===== config.mk =====
export PLATFORM = sky130hd
export DESIGN_NAME = multdiv_iter_unit
export DESIGN_NICKNAME = d
export VERILOG_FILES = /design/src/rtl/multdiv_pkg.sv /design/src/rtl/multdiv_iter_unit_counter.sv /design/src/rtl/multdiv_iter_unit.sv
export SDC_FILE = /design/constraint.sdc
export NUM_CORES = 1
export LEC_CHECK = 0
export BUFFER_PORTS_ARGS = -buffer_cell sky130_fd_sc_hd__buf_2
export CAP_MARGIN = 20
export CORE_MARGIN = 4
export CORE_UTILIZATION = 45
export CTS_CLUSTER_SIZE = 12
export DETAILED_ROUTE_END_ITERATION = 6
export PLACE_DENSITY = 0.75
export REMOVE_ABC_BUFFERS = 1
export SYNTH_ARGS = -nofsm -noshare
export SYNTH_HDL_FRONTEND = slang
export SYNTH_SLANG_ARGS = --single-unit

===== constraint.sdc =====
create_clock -name clock -period 3.7 [get_ports clock]
set_clock_uncertainty 0.2 [all_clocks]
set_input_delay 0.185 -clock clock [delete_from_list [all_inputs] [get_ports clock]]
set_output_delay 0.185 -clock clock [all_outputs]
set_load 0.05 [all_outputs]

===== src/rtl/multdiv_pkg.sv =====
// multdiv_pkg: shared widths, iteration count, FSM states and opcode/register constants for multdiv_iter_unit
package multdiv_pkg;
   localparam int DATA_W = 32;
   localparam int ITERS = 32;
   localparam int CNT_W = 6;
   localparam logic [4:0] ALU_MULT = 5'b00110;
   localparam logic [4:0] ALU_DIV = 5'b00111;
   localparam logic [4:0] REG_EXC = 5'd30;
   typedef enum logic [1:0] {S_IDLE, S_MULT, S_DIV, S_DONE} state_t;
endpackage


===== src/rtl/multdiv_iter_unit_counter.sv =====
// md_iter_counter: iteration counter and one-cycle completion pulse for multdiv_iter_unit
module md_iter_counter
   import multdiv_pkg::*;
(
   input  logic clock,
   input  logic reset,
   input  logic clear,
   input  logic run,
   output logic last,
   output logic done
);
   logic [CNT_W-1:0] count;
   assign last = count == CNT_W'(ITERS);
   // Counts completed iterations; a new start restarts it, and it parks at ITERS
   always_ff @(posedge clock) begin
      if (reset || clear) count <= '0;
      else if (run && !last) count <= count + 1'b1;
   end
   // Completion pulse is raised on the edge that retires the final iteration
   always_ff @(posedge clock) begin
      done <= !reset && run && last;
   end
endmodule


===== src/rtl/multdiv_iter_unit.sv =====
// multdiv_iter_unit: 33-cycle signed Booth multiply / restoring divide; divider is built only when MULTDIV_DIV_EN is defined
module multdiv_iter_unit
   import multdiv_pkg::*;
(
   input  logic              clock,
   input  logic              reset,
   input  logic [DATA_W-1:0] data_operandA,
   input  logic [DATA_W-1:0] data_operandB,
   input  logic              ctrl_MULT,
   input  logic              ctrl_DIV,
   input  logic [4:0]        tag_in,
   output logic [DATA_W-1:0] data_result,
   output logic              data_exception,
   output logic              data_resultRDY,
   output logic              busy,
   output logic [4:0]        tag_out
);
   state_t state;
   logic [64:0] p;
   logic [31:0] m;
   logic [4:0] tag;
   logic start, accept, run, last;
   logic [32:0] acc, sum;
   logic [64:0] booth_next;
   logic [63:0] prod;
   assign start = ctrl_MULT ^ ctrl_DIV;
   assign accept = start && (state == S_IDLE || state == S_DONE);
   assign run = state == S_MULT || state == S_DIV;
   md_iter_counter u_cnt (
      .clock(clock),
      .reset(reset),
      .clear(accept),
      .run  (run),
      .last (last),
      .done (data_resultRDY)
   );
   // Booth step with a 33-bit accumulator so a -2^31 multiplicand cannot overflow before the shift
   always_comb begin
      acc = {p[64], p[64:33]};
      sum = p[1:0] == 2'b01 ? acc + {m[31], m} : p[1:0] == 2'b10 ? acc - {m[31], m} : acc;
      booth_next = {sum, p[32:1]};
      prod = p[64:1];
   end
`ifdef MULTDIV_DIV_EN
   logic neg, dz, ovf;
   logic [32:0] r, diff;
   logic [64:0] div_next;
   logic [31:0] quo;
   // Restoring step: p holds {remainder, quotient}; a borrow means restore and shift in 0
   always_comb begin
      r = {p[63:32], p[31]};
      diff = r - {1'b0, m};
      div_next = diff[32] ? {r, p[30:0], 1'b0} : {diff, p[30:0], 1'b1};
      quo = neg ? -p[31:0] : p[31:0];
   end
`endif
   // Control FSM and datapath registers; results only change when an operation retires
   always_ff @(posedge clock) begin
      if (reset) begin
         state <= S_IDLE;
         p <= '0;
         m <= '0;
         tag <= '0;
         busy <= 1'b0;
         data_result <= '0;
         data_exception <= 1'b0;
         tag_out <= '0;
`ifdef MULTDIV_DIV_EN
         neg <= 1'b0;
         dz <= 1'b0;
         ovf <= 1'b0;
`endif
      end else begin
         case (state)
            S_IDLE, S_DONE: begin
               state <= S_IDLE;
               if (accept) begin
                  tag <= tag_in;
                  busy <= 1'b1;
                  if (ctrl_MULT) begin
                     state <= S_MULT;
                     m <= data_operandA;
                     p <= {32'b0, data_operandB, 1'b0};
                  end else begin
                     state <= S_DIV;
`ifdef MULTDIV_DIV_EN
                     m <= data_operandB[31] ? -data_operandB : data_operandB;
                     p <= {33'b0, data_operandA[31] ? -data_operandA : data_operandA};
                     neg <= data_operandA[31] ^ data_operandB[31];
                     dz <= data_operandB == '0;
                     ovf <= data_operandA == 32'h8000_0000 && data_operandB == 32'hFFFF_FFFF;
`endif
                  end
               end
            end
            S_MULT: begin
               if (last) begin
                  data_result <= prod[31:0];
                  data_exception <= prod[63:32] != {32{prod[31]}};
                  tag_out <= tag;
                  busy <= 1'b0;
                  state <= S_DONE;
               end else p <= booth_next;
            end
            S_DIV: begin
               if (last) begin
`ifdef MULTDIV_DIV_EN
                  data_result <= dz ? '0 : quo;
                  data_exception <= dz | ovf;
`else
                  data_result <= '0;
                  data_exception <= 1'b1;
`endif
                  tag_out <= tag;
                  busy <= 1'b0;
                  state <= S_DONE;
               end
`ifdef MULTDIV_DIV_EN
               else p <= div_next;
`endif
            end
            default: state <= S_IDLE;
         endcase
      end
   end
endmodule

==> flow_summary.ini <==
[worst_setup_path]
critPathCaptureType = flip-flop
crit_fanout = 6
regToRegStartpoint = p[33]$_SDFFE_PP0P_
ff2ff_path_depth = 12
cp-start-kind = flip-flop
worstPathRequired_ns = 3.82
critical_path_class = flip-flop to flip-flop
r2r-end = p[62]$_SDFFE_PP0P_
r2r_setup_slack_ns = 0.19
arrival_ns = 3.63
crit_start = p[33]$_SDFFE_PP0P_
crit_path_end = p[62]$_SDFFE_PP0P_

[sta]
hold_ws_ns = 0.002116
worst_slew_pin_slew_ns = 0.8486
fin_crit_ns = 3.509
finalSetupViolCount = 0
rsz0062_at_grt = no
hold_viol_final = 0
slew_headroom = 0.4322
timing.final.max_slew_violations = 0
min_period_over_period = 0.9484
fmax_ghz = 0.2850

[finish]
final_cell_mix = 148 x dfxtp_1, 142 x nor2_1, 130 x nand2_1, 125 x a21oi_1, 111 x buf_2
final_common_cell = dfxtp_1
num_antenna_cells = 0
final_area_um2 = 12060
final_util = 0.5545
fin_cells = 1720
areaGrowthSynthToFinish_pct = 21.58
drive_above_1_share = 0.1396
fillers = 2037
nets = 1570

[grt]
grt_overflow = 0
grt_pass1_wl_mm = 48.00
grt_pass1_vias = 9687
grt_max_degree = 82
antenna_found_initial = 0
grt_use_total = 0.2352

[cts]
cts.clk_slew.worst_paths_ns = 0.08
cts.htree.levels = 4
cts_tree = yes
cts.path.max_buffers = 2
post-cts-setup-buffers = 0
insertion_delay_ns = 0.44
numCtsBuffers = 17
numClockSinks = 150
cts-root-buf = clkbuf_16

[yosys]
synth-edff-count = 0
netlist_area_um2 = 9922
yosysWarnings = 0
synth-main-ff-cell = dfxtp_1
synthArstFlopShare = 0
avgSynthCellArea_um2 = 7.733
ys_seq_elements = 150
ys_seq_area_frac = 0.3026
synth_cell_types = 81
synth_cells = 1283

[placed_design]
dp_hpwl_mm = 19.79
io_buffers = 112
dpl.cell_count = 1616
postPlaceCellArea_um2 = 10700
place_congestion = 0.9545

[hold_path]
hold_path.class = primary input to flip-flop
hold_depth = 2

[drt]
dr.pass1.iters = 5
via_per_inst = 5.776
drt_wl_total_mm = 29.12
via_count = 9935
ant_nets = 0
drcViolationCount = 0
first_iter_violations = 786
wl_per_cell_um = 16.93

[die]
io-pin-count = 113
core-area_um2 = 21760
start_util = 0.4561
num_rows = 54
die_x_um = 156.5
fp.dieH_um = 156.5
dieArea_um2 = 24490

[power]
p_leak_nw = 4.925
power_density_nw_per_um2 = 585.1
ir_drop_uv = 446.9
power.total_mw = 7.058

[run_status]
status = finished clean

[job]
drv_cap = 0
registers in the layout (all words and copies together) (netlist names):
| signal | flops |
|---|---|
| data_result | 32 |
| busy | 1 |
| tag_out | 5 |
| u_cnt.count | 6 |
| p | 65 |
| u_cnt.done | 1 |
| state | 2 |
| tag | 5 |
| m | 32 |
| data_exception | 1 |
stage by stage:
stage,setup slack [ns],TNS (ns)
floorplan,-2.339,-75.33
global placement,0.3024,0
detailed placement,0.1460,0
CTS,0.08944,0
global route,0.005554,0
finish,0.1910,0
synthesized netlist by cell type (4+ instances only):
master / number / share of area
dfxtp_1: 150 / 0.30
nor2_1: 144 / 0.054
nand2_1: 130 / 0.049
a21oi_1: 126 / 0.064
inv_1: 71 / 0.027
ha_1: 68 / 0.086
clkbuf_1: 64 / 0.024
o21ai_0: 51 / 0.026
a211oi_1: 43 / 0.033
mux2i_1: 41 / 0.041
a22oi_1: 36 / 0.027
xnor2_1: 29 / 0.026
nor3_1: 27 / 0.014
nor2b_1: 21 / 0.013
nand3_1: 20 / 0.010
xor2_1: 20 / 0.018
nand2b_1: 17 / 0.011
o21ai_1: 14 / 0.0071
o221ai_1: 12 / 0.011
a21o_1: 11 / 0.0083
a31oi_1: 11 / 0.0069
o21a_1: 11 / 0.0083
nor4_1: 10 / 0.0063
o21bai_1: 10 / 0.0076
buf_1: 9 / 0.0034
buf_2: 9 / 0.0045
and3_1: 8 / 0.0050
nand4_1: 8 / 0.0050
o211ai_1: 7 / 0.0053
nor3b_1: 6 / 0.0045
o22ai_1: 6 / 0.0038
o31ai_1: 6 / 0.0045
or3_1: 6 / 0.0038
a221oi_1: 4 / 0.0035
buf_6: 4 / 0.0045
or2_2: 4 / 0.0025
or4_1: 4 / 0.0030
worst min path at each step:
stage              start             endpoint
2_1_floorplan      reset    m[0]$_SDFFE_PP0P_
3_3_place_gp   tag_in[0]  tag[0]$_SDFFE_PP0P_
3_5_place_dp   tag_in[1]  tag[1]$_SDFFE_PP0P_
4_1_cts            reset  tag[3]$_SDFFE_PP0P_
5_1_grt            reset  tag[3]$_SDFFE_PP0P_
6_report           reset  tag[3]$_SDFFE_PP0P_
layer usage:
layer	wire length, µm	share of wire	track usage	vias to the layer above
li1	-	-	-	4845
met2	13500	0.46	0.3960	387
met4	777	0.027	0.07975	0
met1	12550	0.43	0.2941	4629
met3	2293	0.079	0.05890	74
met5	0	0	0	-
cell type report:
class / instances / area (µm²) / area share
repair buffers: 211 / 1486 / 0.1232
clock buffers: 17 / 425.4 / 0.03527
inverters: 71 / 266.5 / 0.02209
well taps: 280 / 350.3 / 0.02904
flip-flops and latches: 150 / 3005 / 0.2491
clock inverters: 15 / 196.4 / 0.01628
multi-input cells: 976 / 6332 / 0.5249
power by group:
| group | switching, mW | total (mW) | internal, mW |
|---|---|---|---|
| clock network | 0.895 | 1.82 | 0.928 |
| logic | 1.89 | 3.13 | 1.24 |
| registers | 0.245 | 2.11 | 1.86 |
kinds of logic (layout without fill, tap and decap cells):
kind of cell	count (synthesis)	in the layout	share of synthesized area
adders and majority gates	70	70	0.08979
xor gates and xnor gates	49	49	0.04325
and+or+nand+nor	420	420	0.1939
buffers and inverters	157	314	0.06356
AOI/OAI and AO/OA	395	395	0.2643
DFF	150	150	0.3026
muxes	42	42	0.04250
critical path: stages (launching register included):
cell      delay (ns)
dfxtp_2         0.38
ha_1            0.17
inv_1           0.05
fa_1            0.40
o21ba_1         0.21
or4_1           0.50
a31oi_4         0.22
o21ai_1         0.17
a31oi_2         0.22
a21boi_1        0.16
o31ai_1         0.31
a21oi_1         0.12
a221o_1         0.27
timing repair:
action / in CTS / in global routing
endpoints found under the setup margin: 0 / 4
endpoints found under the hold margin: 71 / 0
hold buffers: 72 / 0
gates resized for setup: 0 / 5
(Power assumes the default switching activity.)
